### src/rtl/sum_frame_collector.sv
// Sums FRAME_LEN adder results ({COUT,SUM}) into a saturating frame total
// and presents it on a valid/ready handshake with overflow and dropped-sample flags.
module sum_frame_collector #(
  parameter int FRAME_LEN = 8,
  parameter int ACC_W     = 8,
  parameter int CNT_W     = $clog2(FRAME_LEN + 1)
) (
  input  logic             CLK,
  input  logic             RST_N,
  input  logic             START,
  input  logic             IN_VALID,
  input  logic [3:0]       SUM,
  input  logic             COUT,
  input  logic             OUT_READY,
  output logic             OUT_VALID,
  output logic [ACC_W-1:0] TOTAL,
  output logic             OVF,
  output logic             DROPPED,
  output logic             BUSY,
  output logic [CNT_W-1:0] COUNT
);

  localparam logic [1:0] ST_IDLE  = 2'd0;
  localparam logic [1:0] ST_ACCUM = 2'd1;
  localparam logic [1:0] ST_DONE  = 2'd2;

  localparam logic [ACC_W:0]   ACC_MAX  = {1'b0, {ACC_W{1'b1}}};
  localparam logic [CNT_W-1:0] LAST_IDX = CNT_W'(FRAME_LEN - 1);

  logic [1:0]       state_q, state_d;
  logic [ACC_W-1:0] acc_q, acc_d;
  logic [ACC_W-1:0] total_q, total_d;
  logic [CNT_W-1:0] count_q, count_d;
  logic             ovf_q, ovf_d;
  logic             dropped_q, dropped_d;
  logic             out_valid_q, out_valid_d;
  logic             busy_q, busy_d;

  logic [ACC_W:0]   sample_ext;
  logic [ACC_W:0]   acc_sum;
  logic [ACC_W-1:0] acc_next;
  logic             acc_sat;

  // One extra bit of headroom is enough because a sample never exceeds 31 and ACC_W >= 5.
  assign sample_ext = {{(ACC_W - 4){1'b0}}, COUT, SUM};
  assign acc_sum    = {1'b0, acc_q} + sample_ext;
  assign acc_sat    = (acc_sum > ACC_MAX);
  assign acc_next   = acc_sat ? ACC_MAX[ACC_W-1:0] : acc_sum[ACC_W-1:0];

  always_comb begin
    state_d     = state_q;
    acc_d       = acc_q;
    total_d     = total_q;
    count_d     = count_q;
    ovf_d       = ovf_q;
    dropped_d   = dropped_q;
    out_valid_d = out_valid_q;
    busy_d      = busy_q;

    case (state_q)
      ST_IDLE: begin
        if (START) begin
          state_d   = ST_ACCUM;
          acc_d     = '0;
          count_d   = '0;
          ovf_d     = 1'b0;
          dropped_d = 1'b0;
          busy_d    = 1'b1;
        end else if (IN_VALID) begin
          dropped_d = 1'b1;
        end
      end

      ST_ACCUM: begin
        if (IN_VALID) begin
          acc_d   = acc_next;
          count_d = count_q + CNT_W'(1);
          if (acc_sat) ovf_d = 1'b1;
          // The sample that fills the frame goes straight into TOTAL on the same edge.
          if (count_q == LAST_IDX) begin
            state_d     = ST_DONE;
            total_d     = acc_next;
            out_valid_d = 1'b1;
            busy_d      = 1'b0;
          end
        end
      end

      ST_DONE: begin
        if (IN_VALID) dropped_d = 1'b1;
        if (OUT_READY) begin
          state_d     = ST_IDLE;
          out_valid_d = 1'b0;
        end
      end

      default: begin
        state_d     = ST_IDLE;
        out_valid_d = 1'b0;
        busy_d      = 1'b0;
      end
    endcase
  end

  always_ff @(posedge CLK or negedge RST_N) begin
    if (!RST_N) begin
      state_q     <= ST_IDLE;
      acc_q       <= '0;
      total_q     <= '0;
      count_q     <= '0;
      ovf_q       <= 1'b0;
      dropped_q   <= 1'b0;
      out_valid_q <= 1'b0;
      busy_q      <= 1'b0;
    end else begin
      state_q     <= state_d;
      acc_q       <= acc_d;
      total_q     <= total_d;
      count_q     <= count_d;
      ovf_q       <= ovf_d;
      dropped_q   <= dropped_d;
      out_valid_q <= out_valid_d;
      busy_q      <= busy_d;
    end
  end

  assign OUT_VALID = out_valid_q;
  assign TOTAL     = total_q;
  assign OVF       = ovf_q;
  assign DROPPED   = dropped_q;
  assign BUSY      = busy_q;
  assign COUNT     = count_q;

endmodule

### config.mk
export PLATFORM = sky130hd
export DESIGN_NAME = sum_frame_collector
export DESIGN_NICKNAME = d
export VERILOG_FILES = /design/src/rtl/sum_frame_collector.sv
export SDC_FILE = /design/constraint.sdc
export NUM_CORES = 1
export LEC_CHECK = 0
export ABC_CLOCK_PERIOD_IN_PS = 2600
export CELL_PAD_IN_SITES_DETAIL_PLACEMENT = 0
export CELL_PAD_IN_SITES_GLOBAL_PLACEMENT = 1
export CORE_ASPECT_RATIO = 1.5
export CORE_MARGIN = 2
export CORE_UTILIZATION = 37
export CTS_BUF_LIST = sky130_fd_sc_hd__clkbuf_4
export DETAILED_ROUTE_END_ITERATION = 10
export MAX_ROUTING_LAYER = met4
export PLACE_DENSITY = 0.7
export SLEW_MARGIN = 20
export SYNTH_ARGS = -nofsm -noshare
export SYNTH_HDL_FRONTEND = slang
export SYNTH_SLANG_ARGS = --single-unit
### constraint.sdc
create_clock -name CLK -period 2.6 [get_ports CLK]
set_input_delay 0.26 -clock CLK [delete_from_list [all_inputs] [get_ports CLK]]
set_output_delay 0.26 -clock CLK [all_outputs]
set_load 0.01 [all_outputs]
## Word level (Yosys, flattened, before mapping)

Index checks and enable logic that the tools add are counted.

| storage, ports and cells | value |
|---|---|
| input port bits | 10 |
| memories kept | 0 |
| bits in latches | 0 |
| bits in registers | 26 |
| output and inout bits | 16 |
| memory bits (writable) | 0 |
| bits in read-only memories | 0 |

| operators by class | value |
|---|---|
| eq/ne operators | 8 |
| divide/modulo/power cells | 0 |
| order comparisons | 1 |
| reductions and logical operators | 9 |
| add/sub/neg operators | 2 |
| multiplexer cells | 27 |
| shift operators | 0 |
| multipliers | 0 |
| bitwise logic cells | 2 |

Operators with widths:

| operator | number |
|---|---|
| $mux W8 | 3 |
| $pmux W8 S2 | 1 |
| $reduce_and A4 Y1 | 4 |
| $mux W1 | 11 |
| $ne A2 B2 Y1 const B | 5 |
| $add A8 B5 Y9 | 1 |
| $gt A9 B8 Y1 const B | 1 |
| $mux W2 | 4 |
| $mux W4 | 2 |
| $pmux W4 S2 | 1 |
| $pmux W1 S3 | 2 |
| $pmux W2 S3 | 1 |
| $reduce_and A3 Y1 | 2 |
| $add A4 B1 Y4 const B | 1 |
| $eq A4 B3 Y1 const B | 1 |
| $pmux W1 S2 | 2 |
| $reduce_bool A2 Y1 | 2 |
| $eq A2 B1 Y1 const B | 1 |
| $eq A2 B2 Y1 const B | 1 |
| $logic_not A2 Y1 | 1 |
| $not A1 Y1 | 2 |

## Depth between registers and ports, before layout

Gate-level depths: netlist (run 1).

| depth | value |
|---|---|
| depth after elaboration | 5 |
| depth in mapped cells | 6 |
| mapped depth without buffers | 6 |

## Worst setup path after synthesis (run 1)

OpenSTA, ideal clock, no wires.

| timing | value |
|---|---|
| kind | register to register |
| start point | register acc_q[0] |
| end point | register total_q[4] (netlist: TOTAL[4]) |
| slack | 0.526 ns |
| stages on the path, launching flop included | 7 |
| required time | 2.475 ns |
| library setup time | 0.125 ns |
| arrival | 1.949 ns |
| period minus slack after synthesis | 2.074 ns |
| path buffers | 0 |
| cells stage by stage | dfrtp_1 > ha_1 > fa_1 > a21o_1 > a21oi_1 > mux2_4 > mux2_2 |

| between the ends | value |
|---|---|
| longest elaborated chain between the ends | 3 |

Ends and longest elaborated chain:

| what | line | text |
|---|---|---|
| start: declaration | 31 | `logic [ACC_W-1:0] acc_q, acc_d;` |
| start signal: assignment | 108 | `acc_q <= '0;` |
| start signal: assignment | 117 | `acc_q <= acc_d;` |
| $add A8 B5 Y9 * | 46 | `assign acc_sum = {1'b0, acc_q} + sample_ext;` |
| $gt A9 B8 Y1 | 47 | `assign acc_sat = (acc_sum > ACC_MAX);` |
| $mux W8 * | 48 | `assign acc_next = acc_sat ? ACC_MAX[ACC_W-1:0] : acc_sum[ACC_W-1:0];` |
| end signal: assignment | 118 | `total_q <= total_d;` |
| end: declaration | 32 | `logic [ACC_W-1:0] total_q, total_d;` |

Mark *: on every way between the ends. The rest lies on a longest branch, timed or not.
A chain may end at the register's enable or synchronous reset.

## Worst setup path after layout (run 1)

Same ends and word-level chain as after synthesis.

==> results of run 1 <==
## final cells by class
class / instances / area (µm²)
fill: 374 / 2130
tap: 45 / 56.3
inverter: 5 / 18.8
clock inverter: 1 / 3.75
sequential: 26 / 651
timing repair buffer: 27 / 265
multi-input combinational: 106 / 739
clock buffer: 3 / 22.5
## sequential cells by signal, summed over array words and instances, names as in the netlist
name,count
BUSY,1
COUNT,4
DROPPED,1
OUT_VALID,1
OVF,1
TOTAL,8
acc_q,8
state_q,2
## worst paths after layout
kind / startpoint / slack [ns] / endpoint / cells after the start
setup reg to reg: acc_q[0] / 0.37 / TOTAL[4] / 6
max in group asynchronous: RST_N / 2.06 / TOTAL[5] / 2
hold reg to reg: TOTAL[1] / 0.51 / TOTAL[1] / 2
hold / removal: RST_N / 0.28 / OUT_VALID / 2
setup / recovery: acc_q[0] / 0.37 / TOTAL[4] / 6
min in group CLK: TOTAL[1] / 0.51 / TOTAL[1] / 2
## critical path, delay by kind of cell, from the launching register on
kind | cells | cell delay [ns]
adder cells (fa/ha/maj) | 2 | 0.61
multiplexers | 2 | 0.59
AO/OA/AOI/OAI | 2 | 0.51
flip-flops | 1 | 0.41
## logic make-up after synthesis
family	after synthesis
compound gates	45
xor+xnor	2
fa+ha+maj	7
buf+inv	12
flops	26
mux	7
simple gates	45
## per-stage QoR
step / utilization, % / std cells / instance area [µm²]
finish: 45.2 / 213 / 1760
global route: 45.2 / 213 / 1760
CTS: 45.2 / 213 / 1760
detailed placement: 44.5 / 209 / 1730
global placement: 44.5 / 209 / 1730
floorplan: - / 144 / 1460
## per-layer routing
metal  up-vias  GRT usage, %
met5         -             -
li1        571             -
met2        21          29.9
met3         2          1.59
met1       569          18.6
met4         0          6.10
## synth_stat cells (2+ instances only)
library cell  number
a211oi_1           2
a21o_1             3
a21oi_1            9
a22o_1             3
a31oi_1            3
and3_1             6
buf_2              2
buf_6              3
dfrtp_1           26
ha_1               6
inv_1              5
mux2_2             4
mux2i_1            2
nand2_1           15
nand3_1            2
nor2_1            11
nor3_1             2
nor3b_1            2
o21ai_0           14
xor2_1             2
## power groups by stage
stage                     sequential [mW]  combinational, mW  clock [mW]
after global routing                0.771               1.19       0.202
after floorplan                     0.751              0.679           0
final                               0.738               1.06       0.180
after detailed placement            0.750               1.07           0
after CTS                           0.741               1.08       0.192
after global placement              0.741               1.06           0
==> results.md, run 1 <==
- Status: finished, final reports clean
- Clock power frac: a little under a tenth
- Seq/Total Area, Yosys: around 44%
- Clock transition at the registers of the reported paths: 0.15 ns
- Yosys reg bits: 26
- Initial DRC Count: 31
- Peak Freq: 448 MHz
- Clock tree buffer depth: 2
- Routed via count: between 1,000 and 1,500
- Asr flop ratio synth: between 90% and 100%
- DR WL met2: between 1.5 and 2 mm
- Area Overhead vs Synth: 20.0%
- Met3 WL: around 70 µm
- Final RePlAce weighted congestion: 0.867
- Die Span X: 55.4 µm
- Num ports: 26
- Sink Count: 26
- Tmin final: around 2.2 ns
- Pin count of the biggest net entering global routing: 27
- Crit-path slowest cell: dfrtp_1
- Share of cells above drive strength 1: just over 10%
- CP peak stage delay: approximately 0.4 ns
- Final setup fails: 0
- Mux contribution to synthesized area: around 5.5%
- Final WS setup: about 0.37 ns
- Crit Path Class: flop to flop
- Worst relative slew slack: between 60% and 70%
- Pleak: about 0.81 nW
- I/O Buffers: 25
- Synth Area in Simple Gates: around 16%
- Vias per cell: 5.46
- Synth cell types: 42
- Die Span Y: just over 80 µm
- Max-slew violations: 0
- Largest area contributor in the netlist: dfrtp_1
- Row Count: 28
- First-pass GRT wire length: ~5.6 mm
- Metal1 wirelength: about 1.4 mm
- Top-area cell type share of the netlist area: between 40% and 50%
- Dpl hpwl: 2.47 mm
- Crit. End Element: flop
- Fraction of the mapped netlist area in compound gates: approximately a fifth
- CTS tree: done
- Tot Pwr: ~2 mW
- Post-CTS Resized: 0
- CTS Hold Buffers Added: 0
- Most frequent cells in the layout: 26 x dfrtp_1, 25 x clkdlybuf4s50_1, 15 x nand2_1, 14 x o21ai_0, 11 x nor2_1
- Adder-cell share of the synthesized area: 6.50%
- Worst Path Required: approximately 2.8 ns
- First drt pass iteration count: 4
- Core area: between 3000 and 4000 µm²
- Mapped cell area: roughly 1500 µm²
- CP Cell Sequence: ha_1 -> fa_1 -> a21o_1 -> a21oi_1 -> mux2_4 -> mux2_2
- Comb pwr share: a little over half
- Grt total ovfl: 0
- Total Routed Length: 3.29 mm
- Cells after Synth: 144
- Count of final hold-check violations: 0
- Most common cell after layout, fill and taps aside: dfrtp_1
- Final period utilization: between 80 and 90%
- Post-synth EDFFs: 0
- Final #Nets: around 190
- Setup Skew: roughly 0.0068 ns
- Synth Flop Type: dfrtp_1
- Tot GR Track Use: between 10% and 20%
- Clock latency on the worst-skew pair: 0.32 ns
- Worst min path class: primary input to asynchronous set/reset pin
- Post-CTS setup buffers: 0
- Max cap viols: 0
- Starting density of the core: 37.6%
- Synth warnings: 0
- Pwr Density: 1130 nW/µm²
- Highest routed layer: met4
- Die footprint: ~4500 µm²
- Top cells by area, synth: dfrtp_1 44%, ha_1 5.1%, o21ai_0 4.8%
- Sequential share of power: a little under two fifths
- Crit Path Max Fanout: 3
- CTS Buf Count: 3
- Avg Synthesized Cell Area: 10.2 µm²
- RSZ-0062 raised after global routing: false
- Ant diodes: 0
- Routed len/inst: between 15 and 20 µm
- Worst-Margin Slew: between 0.4 and 0.5 ns
- Critical Path AT: 2.46 ns
- DRC viols: 0
- Antenna violations before repair: 0
- Switch Pwr: between 0.8 and 0.9 mW
- Pre-CTS worst setup slack: 0.0708 ns
- Main combinational cell family by area after synthesis: compound AO/OA/AOI/OAI gates
- CTS Root Cell: clkbuf_4
- Synth Area in XOR/XNOR: about 1.2%
- CTS HTree Levels: 1
- Antenna-violating nets left: 0
- Vias in the first global route: around 1,200
- TNS Setup: 0 ns
- WHS: roughly 0.28 ns
- Max VDD drop: 0.510 mV
- Sw Ratio: 40.4%
- CP startpoint kind: flop
- Internal: between 1 and 1.5 mW
- Syn Nets: around 160
Power figures use the tool's default switching activity.
==> run 2, diff against run 1 <==
- ABC_CLOCK_PERIOD_IN_PS: 2600 -> 2200
- clock period: 2.6 -> 2.2 ns (I/O delays scaled with it)
==> run 2 against run 1 <==
Non-clock buffer count is 7 higher. Cell count is 3.3% higher. Critical path depth stayed put. Final area is 4.7% higher. Fmax is 4.9% higher. First-iteration DRC count is 55% lower. Clock skew is 0.0042 ns lower. Largest cell class unchanged. Largest power group unchanged.
==> results.md, run 2 (synthesis results as in run 1) <==
- Tot Pwr: 2.58 mW (+30%)
- Core area: 3890 µm² (unchanged)
- Die Span X: 55.4 µm (unchanged)
- Area Overhead vs Synth: 25.6%
- Clock latency on the worst-skew pair: 0.33 ns (about the same)
- CP startpoint kind: flop
- Tot GR Track Use: 16.6% (+0.19 points)
- Pre-CTS worst setup slack: -0.260 ns (-0.331 ns)
- Clock tree buffer depth: 2 (unchanged)
- CTS Buf Count: 3 (unchanged)
- Vias in the first global route: 1,243 (+3.5%)
- Antenna-violating nets left: 0 (unchanged)
- Met2 usage in global routing: 29.9% (unchanged)
- Met3 Use GR: 1.59% (unchanged)
- Crit. End Element: flop
- Status: finished, final reports clean
- Tmin final: 2.13 ns (-0.104 ns)
- Setup Skew: 0.00256 ns (-0.00422 ns)
- Critical path origin: acc_q[0]
- GRT Max-Usage Layer: met2
- DRC viols: 0 (unchanged)
- Final setup fails: 0 (unchanged)
- Worst-Margin Slew: 0.526 ns (+0.0374 ns)
- TNS Setup: 0 ns (unchanged)
- Starting density of the core: 37.6% (unchanged)
- Critical Path AT: 2.36 ns (-0.10 ns)
- Crit Path Class: flop to flop
- Peak Freq: 470 MHz (+4.9%)
- Sink Count: 26 (unchanged)
- Met1 Resource Use GR: 18.7% (+0.14 points)
- Max cap viols: 0 (unchanged)
- Worst min path class: primary input to asynchronous set/reset pin
- Routed via count: 1,195 (+2.8%)
- CP Cell Sequence: ha_1 -> fa_1 -> a21o_1 -> a31o_4 -> a32o_1 -> a211o_1
- Count of final hold-check violations: 0 (unchanged)
- Max VDD drop: 0.557 mV (+9.3%)
- I/O Buffers: 25 (unchanged)
- CTS tree: done
- Die Span Y: 81.0 µm (unchanged)
- Final WS setup: 0.0701 ns (-0.296 ns)
- Share of cells above drive strength 1: 14.9% (+4.7 points)
- Worst Path Required: 2.43 ns (-0.39 ns)
- Initial DRC Count: 14 (-55%)
- CTS Hold Buffers Added: 0 (unchanged)
- Origin of the critical flop-to-flop path: acc_q[0]
- Row Count: 28 (unchanged)
- CTS Root Cell: clkbuf_4
- Dpl hpwl: 2.57 mm (+4.0%)
- Ant diodes: 0 (unchanged)
- Vias per cell: 5.43 (-0.52%)
- Worst relative slew slack: 64.5% (-2.5 points)
- CP peak stage delay: 0.41 ns (about the same)
- Grt total ovfl: 0 (unchanged)
- Crit-path slowest cell: dfrtp_1
- Die footprint: 4490 µm² (unchanged)
- WHS: 0.235 ns (-0.0422 ns)
- CTS HTree Levels: 1 (unchanged)
- Pin count of the biggest net entering global routing: 27 (unchanged)
- R2r worst-path depth: 6 (unchanged)
- First drt pass iteration count: 4 (unchanged)
- Final #Nets: 193 (+3.8%)
- Pleak: 0.858 nW (+5.8%)
- First-pass GRT wire length: 5.73 mm (+1.8%)
- Crit Path Max Fanout: 3 (unchanged)
- Most common cell after layout, fill and taps aside: dfrtp_1
- Post-CTS setup buffers: 0 (unchanged)
- RSZ-0062 raised after global routing: false
- Most frequent cells in the layout: 26 x dfrtp_1, 25 x clkdlybuf4s50_1, 15 x nand2_1, 14 x o21ai_0, 11 x nor2_1
- Number of fillers in the final layout: 397 (+6.1%)
- Final RePlAce weighted congestion: 0.856 (-1.3%)
- Num ports: 26 (unchanged)
- Antenna violations before repair: 0 (unchanged)
- Max-slew violations: 0 (unchanged)
- Final period utilization: 96.8% (+11 points)
- Clock transition at the registers of the reported paths: 0.15 ns (about the same)
- Routed len/inst: 15.8 µm (+2.0%)
- Total Routed Length: 3.47 mm (+5.3%)
- Pwr Density: 1400 nW/µm² (+24%)
-- run 2: changes by cell type in the layout (fill, tap and decap cells not counted) --
cell and change:
a21oi_2 +1, a21oi_1 -1, bufinv_16 +1, buf_4 +7
clkinv_1 -1
-- run 2: power breakdown --
group,internal [mW],switching (mW)
logic,0.719,0.645
registers,0.686,0.189
clock network,0.184,0.153
total,1.59,0.987
-- run 2: per-stage QoR --
step	util (%)	instances	area [µm²]
final	47.3	220	1840
after global routing	47.3	220	1840
after floorplan	-	144	1460
after global placement	45.8	216	1780
after detailed placement	45.8	216	1780
after CTS	47.2	220	1840
-- run 2: worst paths after layout --
path | end | slack (ns)
min | OUT_VALID | 0.24
max in group asynchronous | TOTAL[6] | 1.70
max reg2reg | acc_q[5] | 0.07
min in group CLK | state_q[1] | 0.50
max | acc_q[5] | 0.07
min reg2reg | state_q[0] | 0.51
-- run 2: routing by layer --
| layer | share of wire (%) | up-vias | routed length, µm |
|---|---|---|---|
| met2 | 52 | 16 | 1800 |
| met3 | 1.9 | 5 | 67 |
| met5 | 0 | - | 0 |
| met4 | 1.5 | 0 | 52 |
| li1 | - | 587 | - |
| met1 | 45 | 587 | 1550 |
-- run 2: final cells by class --
type	instances	area [µm²]	area share [%]
Tap cell	45	56.3	3.06
Multi-Input combinational cell	106	743	40.4
Clock inverter	1	30.0	1.63
Sequential cell	26	651	35.4
Inverter	5	18.8	1.02
Timing Repair Buffer	34	318	17.3
Clock buffer	3	22.5	1.22
-- run 2: timing repair --
item	CTS	global route
resized for setup	0	1
endpoints found under the hold margin	0	0
setup endpoints to repair	0	1
-- run 2: worst max-delay path: cells and delay by family (launching register included) --
kind / cells / cell delay [ns]
AO/OA/AOI/OAI: 4 / 1.01
adder cells (fa/ha/maj): 2 / 0.61
flip-flops: 1 / 0.41
